--- config.mk ---
export PLATFORM = sky130hd
export DESIGN_NAME = frame_task_scheduler
export DESIGN_NICKNAME = d
export VERILOG_FILES = /design/src/rtl/vcu_sched_pkg.sv /design/src/rtl/sched_frame_timer.sv /design/src/rtl/frame_task_scheduler.sv
export SDC_FILE = /design/constraint.sdc
export NUM_CORES = 1
export LEC_CHECK = 0
export CAP_MARGIN = 0
export CORE_ASPECT_RATIO = 0.7
export CORE_MARGIN = 1.5
export CORE_UTILIZATION = 30
export CTS_CLUSTER_SIZE = 16
export DETAILED_ROUTE_END_ITERATION = 10
export REMOVE_ABC_BUFFERS = 1
export SLEW_MARGIN = 20
export SYNTH_ARGS = -nofsm -noshare
export SYNTH_HDL_FRONTEND = slang
export SYNTH_SLANG_ARGS = --single-unit
--- constraint.sdc ---
create_clock -name clk_20M -period 2.4 [get_ports clk_20M]
set_clock_uncertainty 0.1 [all_clocks]
set_input_delay 0.6 -clock clk_20M [delete_from_list [all_inputs] [get_ports clk_20M]]
set_output_delay 0.6 -clock clk_20M [all_outputs]
set_load 0.1 [all_outputs]
--- src/rtl/vcu_sched_pkg.sv ---
// Shared definitions for the VCU frame scheduler and the task blocks it drives.
// Holds the FSM state encoding, err_status bit positions and the default frame timing.
package vcu_sched_pkg;

  typedef enum logic [2:0] {
    IDLE,
    WAIT_PWM,
    RUN_PWM,
    WAIT_DPRAM,
    RUN_DPRAM,
    WAIT_TXCP,
    RUN_TXCP
  } sched_state_t;

  // Bit positions shared by err_status, the start vector and the done latches
  localparam int ERR_PWM   = 0;
  localparam int ERR_UNIT  = 1;
  localparam int ERR_DPRAM = 2;
  localparam int ERR_TXCP  = 3;

  // Default frame timing in clk_20M cycles
  localparam int DEF_SYN_PERIOD = 3124;
  localparam int DEF_T_PWM      = 290;
  localparam int DEF_T_DPRAM    = 1200;
  localparam int DEF_T_TXCP     = 1270;
  localparam int DEF_PULSE      = 10;
  localparam int DEF_TIMEOUT    = 600;
  localparam int DEF_FLY_MARGIN = 16;

endpackage

--- src/rtl/sched_frame_timer.sv ---
// Frame timer: ft, flywheel internal sync, sync_lost flag and frame counter.
// The flywheel stays disarmed until the first real frame_sync after reset.
module sched_frame_timer
  import vcu_sched_pkg::*;
#(
  parameter int SYN_PERIOD = DEF_SYN_PERIOD,
  parameter int FLY_MARGIN = DEF_FLY_MARGIN
) (
  input  logic        clk_20M,
  input  logic        reset_n,
  input  logic        frame_sync,
  output logic        sync_eff,
  output logic [15:0] ft,
  output logic        sync_lost,
  output logic [15:0] frame_cnt
);

  localparam logic [15:0] FT_FLY = 16'(SYN_PERIOD + FLY_MARGIN);

  logic armed;
  logic sync_int;

  assign sync_int = armed && !frame_sync && (ft == FT_FLY);
  assign sync_eff = frame_sync || sync_int;

  always_ff @(posedge clk_20M) begin
    if (!reset_n) begin
      armed     <= 1'b0;
      ft        <= '0;
      sync_lost <= 1'b0;
      frame_cnt <= '0;
    end else begin
      if (frame_sync) armed <= 1'b1;

      // ft free-runs once armed so the flywheel can detect a missing sync
      if (sync_eff)                       ft <= '0;
      else if (armed && ft != 16'hFFFF)   ft <= ft + 16'd1;

      if (frame_sync)    sync_lost <= 1'b0;
      else if (sync_int) sync_lost <= 1'b1;

      if (sync_eff) frame_cnt <= frame_cnt + 16'd1;
    end
  end

endmodule

--- src/rtl/frame_task_scheduler.sv ---
// Per-frame task scheduler: launches PWM/unit, DPRAM and txCP tasks at fixed
// frame offsets, tracks their done handshakes with timeouts and flags overruns.
module frame_task_scheduler
  import vcu_sched_pkg::*;
#(
  parameter int SYN_PERIOD = DEF_SYN_PERIOD,
  parameter int T_PWM      = DEF_T_PWM,
  parameter int T_DPRAM    = DEF_T_DPRAM,
  parameter int T_TXCP     = DEF_T_TXCP,
  parameter int PULSE      = DEF_PULSE,
  parameter int TIMEOUT    = DEF_TIMEOUT,
  parameter int FLY_MARGIN = DEF_FLY_MARGIN
) (
  input  logic        clk_20M,
  input  logic        reset_n,
  input  logic        frame_sync,
  input  logic        done_pwm,
  input  logic        done_unit,
  input  logic        done_dpram,
  input  logic        done_txcp,
  input  logic        clr_err,
  output logic        start_pwm,
  output logic        start_unit,
  output logic        start_dpram,
  output logic        start_txcp,
  output logic        busy,
  output logic        sync_lost,
  output logic        overrun,
  output logic [3:0]  err_status,
  output logic [15:0] frame_cnt
);

  if (T_PWM < 1 || T_PWM + PULSE + TIMEOUT > T_DPRAM ||
      T_TXCP + PULSE + TIMEOUT >= SYN_PERIOD) begin : g_param_chk
    $error("frame_task_scheduler: inconsistent timing parameters");
  end

  localparam int                PCNT_W    = $clog2(PULSE + 1);
  localparam logic [PCNT_W-1:0] PCNT_LOAD = PCNT_W'(PULSE - 1);
  localparam logic [15:0]       FT_PWM    = 16'(T_PWM - 1);
  localparam logic [15:0]       FT_DPRAM  = 16'(T_DPRAM - 1);
  localparam logic [15:0]       FT_TXCP   = 16'(T_TXCP - 1);
  localparam logic [15:0]       TMO_LAST  = 16'(TIMEOUT - 1);

  sched_state_t      state_q, state_nx;
  logic [3:0]        start_q, start_nx;
  logic [PCNT_W-1:0] pcnt_q, pcnt_nx;
  logic [15:0]       tcnt_q, tcnt_nx;
  logic [3:0]        dlat_q, dlat_nx;
  logic [3:0]        err_q, err_nx;
  logic              ovr_q, ovr_nx;
  logic              busy_q;

  logic              sync_eff;
  logic [15:0]       ft;
  logic [3:0]        done_v;
  logic [3:0]        hit;
  logic              tmo;
  logic              pulse_fin;
  logic              run_st;

  sched_frame_timer #(
    .SYN_PERIOD (SYN_PERIOD),
    .FLY_MARGIN (FLY_MARGIN)
  ) u_timer (
    .clk_20M    (clk_20M),
    .reset_n    (reset_n),
    .frame_sync (frame_sync),
    .sync_eff   (sync_eff),
    .ft         (ft),
    .sync_lost  (sync_lost),
    .frame_cnt  (frame_cnt)
  );

  assign done_v    = {done_txcp, done_dpram, done_unit, done_pwm};
  assign hit       = dlat_q | done_v;
  // tcnt is 0 in the first start-high cycle, so TIMEOUT is reached at this edge
  assign tmo       = (tcnt_q == TMO_LAST);
  assign pulse_fin = (start_q == '0) || (pcnt_q == '0);
  assign run_st    = (state_q == RUN_PWM) || (state_q == RUN_DPRAM) || (state_q == RUN_TXCP);

  always_comb begin
    state_nx = state_q;
    start_nx = start_q;
    pcnt_nx  = pcnt_q;
    tcnt_nx  = tcnt_q;
    dlat_nx  = dlat_q;
    err_nx   = clr_err ? '0 : err_q;
    ovr_nx   = clr_err ? 1'b0 : ovr_q;

    // Start pulses run their full width independently of the done handshake
    if (start_q != '0) begin
      if (pcnt_q == '0) start_nx = '0;
      else              pcnt_nx  = pcnt_q - PCNT_W'(1);
    end

    if (run_st && tcnt_q != 16'hFFFF) tcnt_nx = tcnt_q + 16'd1;

    case (state_q)
      IDLE: begin
        if (sync_eff) state_nx = WAIT_PWM;
      end
      WAIT_PWM: begin
        if (ft >= FT_PWM) begin
          state_nx           = RUN_PWM;
          start_nx           = '0;
          start_nx[ERR_PWM]  = 1'b1;
          start_nx[ERR_UNIT] = 1'b1;
          pcnt_nx            = PCNT_LOAD;
          tcnt_nx            = '0;
          dlat_nx            = '0;
        end
      end
      RUN_PWM: begin
        dlat_nx[ERR_PWM]  = hit[ERR_PWM];
        dlat_nx[ERR_UNIT] = hit[ERR_UNIT];
        if (tmo && !hit[ERR_PWM])  err_nx[ERR_PWM]  = 1'b1;
        if (tmo && !hit[ERR_UNIT]) err_nx[ERR_UNIT] = 1'b1;
        if ((hit[ERR_PWM] && hit[ERR_UNIT] && pulse_fin) || tmo) begin
          state_nx = WAIT_DPRAM;
          dlat_nx  = '0;
        end
      end
      WAIT_DPRAM: begin
        if (ft >= FT_DPRAM) begin
          state_nx            = RUN_DPRAM;
          start_nx            = '0;
          start_nx[ERR_DPRAM] = 1'b1;
          pcnt_nx             = PCNT_LOAD;
          tcnt_nx             = '0;
          dlat_nx             = '0;
        end
      end
      RUN_DPRAM: begin
        dlat_nx[ERR_DPRAM] = hit[ERR_DPRAM];
        if (tmo && !hit[ERR_DPRAM]) err_nx[ERR_DPRAM] = 1'b1;
        if ((hit[ERR_DPRAM] && pulse_fin) || tmo) begin
          state_nx = WAIT_TXCP;
          dlat_nx  = '0;
        end
      end
      WAIT_TXCP: begin
        if (ft >= FT_TXCP) begin
          state_nx           = RUN_TXCP;
          start_nx           = '0;
          start_nx[ERR_TXCP] = 1'b1;
          pcnt_nx            = PCNT_LOAD;
          tcnt_nx            = '0;
          dlat_nx            = '0;
        end
      end
      RUN_TXCP: begin
        dlat_nx[ERR_TXCP] = hit[ERR_TXCP];
        if (tmo && !hit[ERR_TXCP]) err_nx[ERR_TXCP] = 1'b1;
        if ((hit[ERR_TXCP] && pulse_fin) || tmo) begin
          state_nx = IDLE;
          dlat_nx  = '0;
        end
      end
      default: state_nx = IDLE;
    endcase

    // A sync while the frame is still in progress abandons it and restarts
    if (sync_eff && state_q != IDLE) begin
      state_nx = WAIT_PWM;
      ovr_nx   = 1'b1;
      start_nx = '0;
      pcnt_nx  = '0;
      tcnt_nx  = '0;
      dlat_nx  = '0;
    end
  end

  always_ff @(posedge clk_20M) begin
    if (!reset_n) begin
      state_q <= IDLE;
      start_q <= '0;
      pcnt_q  <= '0;
      tcnt_q  <= '0;
      dlat_q  <= '0;
      err_q   <= '0;
      ovr_q   <= 1'b0;
      busy_q  <= 1'b0;
    end else begin
      state_q <= state_nx;
      start_q <= start_nx;
      pcnt_q  <= pcnt_nx;
      tcnt_q  <= tcnt_nx;
      dlat_q  <= dlat_nx;
      err_q   <= err_nx;
      ovr_q   <= ovr_nx;
      busy_q  <= (state_nx != IDLE);
    end
  end

  assign start_pwm   = start_q[ERR_PWM];
  assign start_unit  = start_q[ERR_UNIT];
  assign start_dpram = start_q[ERR_DPRAM];
  assign start_txcp  = start_q[ERR_TXCP];
  assign busy        = busy_q;
  assign overrun     = ovr_q;
  assign err_status  = err_q;

endmodule
Word level (Yosys, flattened, before mapping). Index checks and enable logic that the tools add are counted.

Add/sub/neg operators: 4. Order comparisons: 3. Equality and inequality tests: 16. Muxes and demuxes: 43. Bitwise logic cells: 2. Reductions and logical operators: 39.

Operators with widths (count): 4-bit 2-to-1 mux (17); 16-bit 2-to-1 mux (4); 16-bit by 1-bit adder with 16-bit output, second input constant (3); 16-bit case mux with 3 select lines (1); 16-bit by 11-bit greater-or-equal comparator with 1-bit output, second input constant (2); 16-bit != test, second input constant (2); 3-bit 2-to-1 mux (8); 4-bit case mux with 3 select lines (2); 4-bit case mux with 6 select lines (1); 3-bit case mux with 7 select lines (1); 6-bit AND reduction (3); 16-bit by 10-bit == test with 1-bit output, second input constant (1); 16-bit by 12-bit == test with 1-bit output, second input constant (1); 16-bit by 9-bit greater-or-equal comparator with 1-bit output, second input constant (1); 1-bit logical AND (13); 3-bit == test, second input constant (3); 4-bit logical NOT (2); 1-bit 2-to-1 mux (8); 1-bit logical OR (7); 3-bit by 2-bit == test with 1-bit output, second input constant (2); 2-bit by 1-bit != test with 1-bit output, second input constant (3); 2-bit != test, second input constant (3); 3-bit nonzero test (2); 6-bit nonzero test (1); other kinds (10) (16).

Flip-flop bits (word level): 71. Bits of input ports: 8.

Logic depth before layout (Yosys ltp). Gate-level depths: netlist (run 1).

Word-level depth: 8. Mapped depth: 9. Gate-level depth less buffers: 8.

Modules after synthesis. Synthesis (run 1) repeated with hierarchy kept, for this count alone.

Cell total of the unflattened synthesis: 444. Area total of the unflattened synthesis: 3711.1 um^2.

Modules (own cells, without submodules): frame_task_scheduler (instances 1, cells each 242, area an instance 2043.2 um^2, seq. area each 740.7 um^2); sched_frame_timer (instances 1, cells each 202, area an instance 1667.8 um^2, seq. area each 680.7 um^2).

Worst setup path before layout (run 1). No wires, ideal clock.

Path type: flip-flop to flip-flop. Start point: register start_q[0]. End point: register busy_q, in the netlist busy. Setup time: 120 ps. Arrival: 2383 ps. Data required time: 2180 ps. Setup slack: -202 ps. Cell stages (with the launch flop): 8. Buffers on the path: 1. Cells stage by stage: dfxtp_1 or4_1 clkbuf_1 a21oi_1 or3_1 nor2_1 or3_1 a211o_1.

Longest elaborated chain between the ends: 8. Elaborated cells on any way between the ends: 14.

Ends and longest elaborated chain: start, declared (RTL line frame_task_scheduler.sv:46) `logic [3:0] start_q, start_nx;`; start signal, assigned (RTL line frame_task_scheduler.sv:186) `start_q <= start_nx;`; 4-bit logical NOT * (RTL line frame_task_scheduler.sv:79) `assign pulse_fin = (start_q == '0) || (pcnt_q == '0);`; 1-bit logical OR * (RTL line frame_task_scheduler.sv:79); 1-bit logical AND (on tied branches) (RTL line frame_task_scheduler.sv:155, frame_task_scheduler.sv:119, frame_task_scheduler.sv:137); 1-bit logical OR (on tied branches) (RTL line frame_task_scheduler.sv:155, frame_task_scheduler.sv:119, frame_task_scheduler.sv:137); 3-bit 2-to-1 mux (on tied branches) (RTL line frame_task_scheduler.sv:155, frame_task_scheduler.sv:119, frame_task_scheduler.sv:137); 3-bit case mux with 7 select lines * (RTL line frame_task_scheduler.sv:99) `case (state_q)`; 3-bit 2-to-1 mux * (RTL line frame_task_scheduler.sv:164) `if (sync_eff && state_q != IDLE) begin`; 3-bit nonzero test * (RTL line frame_task_scheduler.sv:192) `busy_q <= (state_nx != IDLE);`; end signal, assigned (RTL line frame_task_scheduler.sv:192); end, declared (RTL line frame_task_scheduler.sv:52) `logic busy_q;`.

Every way passes the cells marked *; elsewhere a longest branch is shown, timed or not. A chain may end at the register's enable or synchronous reset.

Final worst setup path (run 1).
Start point: register u_timer.ft[12]. End point: register busy_q, in the netlist busy.

Longest elaborated chain between the ends: 7. Elaborated cells on any way between the ends: 14.

Ends and longest elaborated chain: start, declared (RTL line sched_frame_timer.sv:13) `output logic [15:0] ft,`; start signal, assigned (RTL line sched_frame_timer.sv:37) `else if (armed && ft != 16'hFFFF) ft <= ft + 16'd1;`; branches (longest 5 deep; another with 16-bit by 11-bit greater-or-equal comparator with 1-bit output); 3-bit 2-to-1 mux * (RTL line frame_task_scheduler.sv:164); 3-bit nonzero test * (RTL line frame_task_scheduler.sv:192).

Mark *: on every way between the ends.

==> results of run 1 <==
## power breakdown
part / internal, mW / total [mW] / switching [mW]
clock: 1.02 / 1.55 / 0.533
combinational: 0.107 / 0.278 / 0.170
sequential: 1.20 / 1.22 / 0.0265
## registers in the layout, indices dropped and copies added, names as in the netlist
name	flops
tcnt_q	16
busy	1
u_timer.ft	16
u_timer.sync_lost	1
pcnt_q	4
overrun	1
u_timer.armed	1
u_timer.frame_cnt	16
state_q	3
err_status	4
start_q	4
dlat_q	4
## worst paths after layout
kind                                startpoint         end  slack, ns
worst max register to register  u_timer.ft[12]        busy       0.02
worst min-delay path                start_q[1]  start_q[1]       0.38
worst min register to register      start_q[1]  start_q[1]       0.38
worst max-delay path            u_timer.ft[12]        busy       0.02
## cell families after synthesis
| logic type | share of synthesized area |
|---|---|
| AND/OR/NAND/NOR | 0.295 |
| AO/OA/AOI/OAI | 0.145 |
| flip-flops | 0.391 |
| XOR/XNOR | 0.104 |
| buffers and inverters | 0.0413 |
| adder cells (fa/ha/maj) | 0.0207 |
| multiplexers | 0.00275 |
## timing repair
item,in CTS,in global routing
gates cloned,0,0
resized for setup,1,16
pin swaps,0,9
setup endpoints to repair,5,29
setup buffers,0,3
## routing by layer
layer	global-route usage	part of all wire	vias to the layer above	wire (um)
met2	0.234	0.43	63	3890
met3	0.0473	0.053	8	479
met1	0.209	0.51	1555	4660
met4	0.0341	0.0093	0	85
li1	-	-	1649	-
met5	0	0	-	0
## area by class of cell
cell class                      count  area, um^2
Clock buffer                        9         225
Clock inverter                      7         120
Fill cell                        1181        7030
Inverter                           18        67.6
Multi-Input combinational cell    317        2110
Sequential cell                    71        1430
Tap cell                          157         196
Timing Repair Buffer               73         597
## layout by cell type (no fill, tap or decap), drive strengths merged, types with 8 or more instances in the layout
cell,synthesis,layout
nand3,11,11
nand4,19,19
and3,11,11
xor2,26,26
nor4,11,11
nand2,30,30
dfxtp,71,71
a21oi,15,15
and2,19,19
inv,18,19
xnor2,17,17
o21a,8,8
nor2,47,47
buf,4,66
clkbuf,15,9
nor3,13,13
o21ai,10,10
## worst reg2reg max path, stage by stage, from the launching register on
cell and delay (ns):
dfxtp_2 0.32, or4_4 0.58, o41a_1 0.58, o21a_2 0.31
buf_4 0.14, a211o_1 0.24
==> flow_metrics.tcl, run 1 <==
set metrics [dict create \
    diodes 0 \
    avgSynthCellArea_um2 8.55 \
    hp-class "reg -> reg" \
    num_vias 3275 \
    ff2ff_path_depth 5 \
    maxCapViolations 0 \
    fp.dieW_um 135 \
    die_area_um2 12800 \
    worstPathCellList "or4_4 -> o41a_1 -> o21a_2 -> buf_4 -> a211o_1" \
    yosys_warnings 0 \
    layout-drive-gt1-share 0.216 \
    first_pass_iters 4 \
    finalNonFillerCells 652 \
    yosys.cell_count.top_type "dfxtp_1" \
    grt_max_degree 19 \
    synth_area_leaders "dfxtp_1 39%, xor2_1 6.3%, nor2_1 4.9%, xnor2_1 4.1%, and2_1 3.3%" \
    hold_viol 0 \
    clk_pin_slew_worst_paths_ns 0.06 \
    slowest_stage "o41a_1" \
    critical_path_depth 5 \
    grt_pass1_vias 3158 \
    ys_ff_latch 71 \
    fin_ws_ns 0.0183 \
    die_y_um 95.1 \
    yosysTopAreaCell "dfxtp_1" \
    synth_area_um2 3630 \
    ys_types 60 \
    finish.utilization 0.403 \
    ant_nets 0 \
    grt_antenna_before_repair 0 \
    rsz0062_at_grt "yes" \
    io_pins 35 \
    cp.arrival_ns 2.51 \
    crit_path_max_fanout 7 \
    clock_path_buffers 2 \
    slew_viol_final 0 \
    grt_overflow_total 0 \
    drt_iter0_markers 134 \
    crit_path_end_kind "flop" \
    whs_path_depth 2 \
    grt_pass1_wl_um 15400 \
    setup_tns_ns 0 \
    hpwl_um 6610 \
    max-vdd-ir-drop_v 0.000397 \
    viasPerCell 5.02 \
    min_period_ns 2.38 \
    gp_congestion 0.826 \
    powerDensity_nw_per_um2 644 \
    cts_tree "yes" \
    dp_slack_ns -0.268 \
    insertion_delay_ns 0.34 \
    clock_sink_count 71 \
    final_cell_area_um2 4740 \
    num_rows 33 \
    cp.buffers_inverters 1 \
    yosys.area.top_type_share 0.391 \
    area_growth_syn_to_layout_pct 30.4 \
    layout.nets 504 \
    dominantRegCellSynth "dfxtp_1" \
    whs_ns 0.381 \
    wl_um 9120 \
    synth_edf_count 0 \
    placed_cells 634 \
    synth_seq_area_share 0.391 \
    cpPeakStageDelay_ns 0.58 \
    worst_slew_pin_slew_ns 0.457 \
    synth_cells 425 \
    cts_made_buffers 9 \
    required_ns 2.53 \
    routedWlPerCell_um 14.0 \
    htreeDepth 3 \
    critical_path_class "reg -> reg" \
    status "completed" \
    async_flop_share 0 \
    placed_cell_area_um2 4320 \
    core_region_area_um2 11800 \
    post-route-period-util 0.992 \
    fmax_mhz 420 \
    io_buffers 34 \
    max_slew_margin 0.693 \
    cts-root-buf "clkbuf_16" \
    cts_hold_buf 0 \
    start_kind "flop" \
    cpLargestDelayFamily "compound AO/OA/AOI/OAI gates" \
    p_total_mw 3.05 \
    synthTopCellsByCount "71 x dfxtp_1, 47 x nor2_1, 30 x nand2_1" \
    initial_core_util 0.309 \
    drc 0 \
    leakage_nw 1.88 \
    grt_usage 0.152 \
    setup_viol 0 \
]
Note: power is estimated with default switching activity, not from simulation.
==> inputs of run 2 (changes only) <==
CORE_MARGIN = 2   (was 1.5)
PLACE_DENSITY = 0.56   (was unset)
==> run 2 against run 1 <==
Net effect: count of clock-buffer cells in the layout grew 4; setup slack gained 0.063 ns; via count shrank 0.37%; routed wire length grew 1.6%; fmax grew 2.7%; cell area shrank 0.24%.
==> flow_metrics.tcl, run 2 (synthesized netlist as in run 1, its figures left out) <==
set metrics [dict create \
    status "completed" \
    io_pins 35 \
    fp.dieW_um 136 \
    routedWlPerCell_um 14.2 \
    p_total_mw 2.95 \
    layout_common_cells "68 x dfxtp_1, 63 x buf_4, 47 x nor2_1, 30 x nand2_1, 26 x xor2_1" \
    area_growth_syn_to_layout_pct 30.1 \
    setup_viol 0 \
    crit_path_end_kind "flop" \
    max_slew_margin 0.658 \
    hold_viol 0 \
    cts_made_buffers 9 \
    clock_sink_count 71 \
    ff2ff_path_depth 7 \
    placed_cells 633 \
    io_buffers 34 \
    maxCapViolations 0 \
    diodes 0 \
    cts-root-buf "clkbuf_16" \
    wl_um 9260 \
    worst_slew_pin_slew_ns 0.509 \
    whs_ns 0.370 \
    post-route-period-util 0.966 \
    setup_tns_ns 0 \
    num_rows 33 \
    powerDensity_nw_per_um2 624 \
    layout-drive-gt1-share 0.216 \
    start_kind "flop" \
    ant_nets 0 \
    initial_core_util 0.309 \
    top_regs "tcnt_q (16), u_timer.frame_cnt (16), u_timer.ft (16)" \
    grt_antenna_before_repair 0 \
    hpwl_um 6810 \
    max-vdd-ir-drop_v 0.000295 \
    min_period_ns 2.32 \
    grt_overflow_total 0 \
    die_y_um 96.1 \
    clk_pin_slew_worst_paths_ns 0.05 \
    placed_cell_area_um2 4320 \
    required_ns 2.52 \
    grt_max_degree 23 \
    whs_path_depth 2 \
    gp_congestion 0.858 \
    finalNonFillerCells 652 \
    layout.nets 504 \
    drt_iter0_markers 226 \
    crit_path_max_fanout 4 \
    grt_pass1_wl_um 15800 \
    fmax_mhz 431 \
    clock_path_buffers 2 \
    first_pass_iters 4 \
    slew_viol_final 0 \
    leakage_nw 1.84 \
    num_vias 3263 \
    insertion_delay_ns 0.33 \
    cp.arrival_ns 2.43 \
    drc 0 \
    viasPerCell 5.00 \
    htreeDepth 3 \
    die_area_um2 13000 \
    cts_hold_buf 0 \
    final_common_cell "dfxtp_1" \
    hp-class "reg -> reg" \
    final_cell_area_um2 4730 \
    core_region_area_um2 11800 \
    grt_pass1_vias 3153 \
    grt_usage 0.156 \
    fillCellCount 1174 \
    cts_tree "yes" \
    critical_path_class "reg -> reg" \
]
run 2: cell type report:
class / count / area (um^2) / share of cell area
Multi-Input combinational cell: 317 / 2120 / 0.448
Tap cell: 157 / 196 / 0.0416
Clock inverter: 3 / 65.1 / 0.0138
Sequential cell: 71 / 1430 / 0.301
Inverter: 18 / 67.6 / 0.0143
Clock buffer: 13 / 260 / 0.0551
Timing Repair Buffer: 73 / 594 / 0.126
run 2: worst paths after layout:
path / endpoint / slack [ns] / startpoint
max: u_timer.frame_cnt[14] / 0.08 / u_timer.ft[13]
min reg2reg: start_q[0] / 0.37 / start_q[0]
max reg2reg: u_timer.frame_cnt[14] / 0.08 / u_timer.ft[13]
min: start_q[0] / 0.37 / start_q[0]
run 2: where the power goes:
part	switching [mW]	internal, mW
Sequential	0.0262	1.20
Combinational	0.174	0.107
Clock	0.476	0.965
Total	0.676	2.27
run 2: through the flow:
step           worst slack (ns)  utilization
2_1_floorplan            -0.175            -
3_3_place_gp             -0.196        0.367
3_5_place_dp             -0.276        0.367
4_1_cts                 0.00259        0.394
5_1_grt                 -0.0174        0.402
6_report                 0.0809        0.402
run 2: critical path, stage by stage, from the launching register on:
cell      delay, ns
dfxtp_1        0.31
or4_4          0.59
buf_6          0.15
o41ai_4        0.38
nand3_4        0.13
buf_4          0.16
o31ai_1        0.29
a21boi_2       0.09
run 2: what timing repair did:
action / 4_1_cts / 5_1_grt
resized for setup: 1 / 17
setup endpoints to repair: 4 / 27
setup buffers: 0 / 3
pin swaps: 1 / 7
run 2: metal layers:
layer  global-route usage  wire [um]  vias to the layer above
met5                    0          0                        -
met4               0.0530         49                        0
met3               0.0427        545                        2
met2                0.219       3840                       86
met1                0.227       4830                     1537
li1                     -          -                     1638
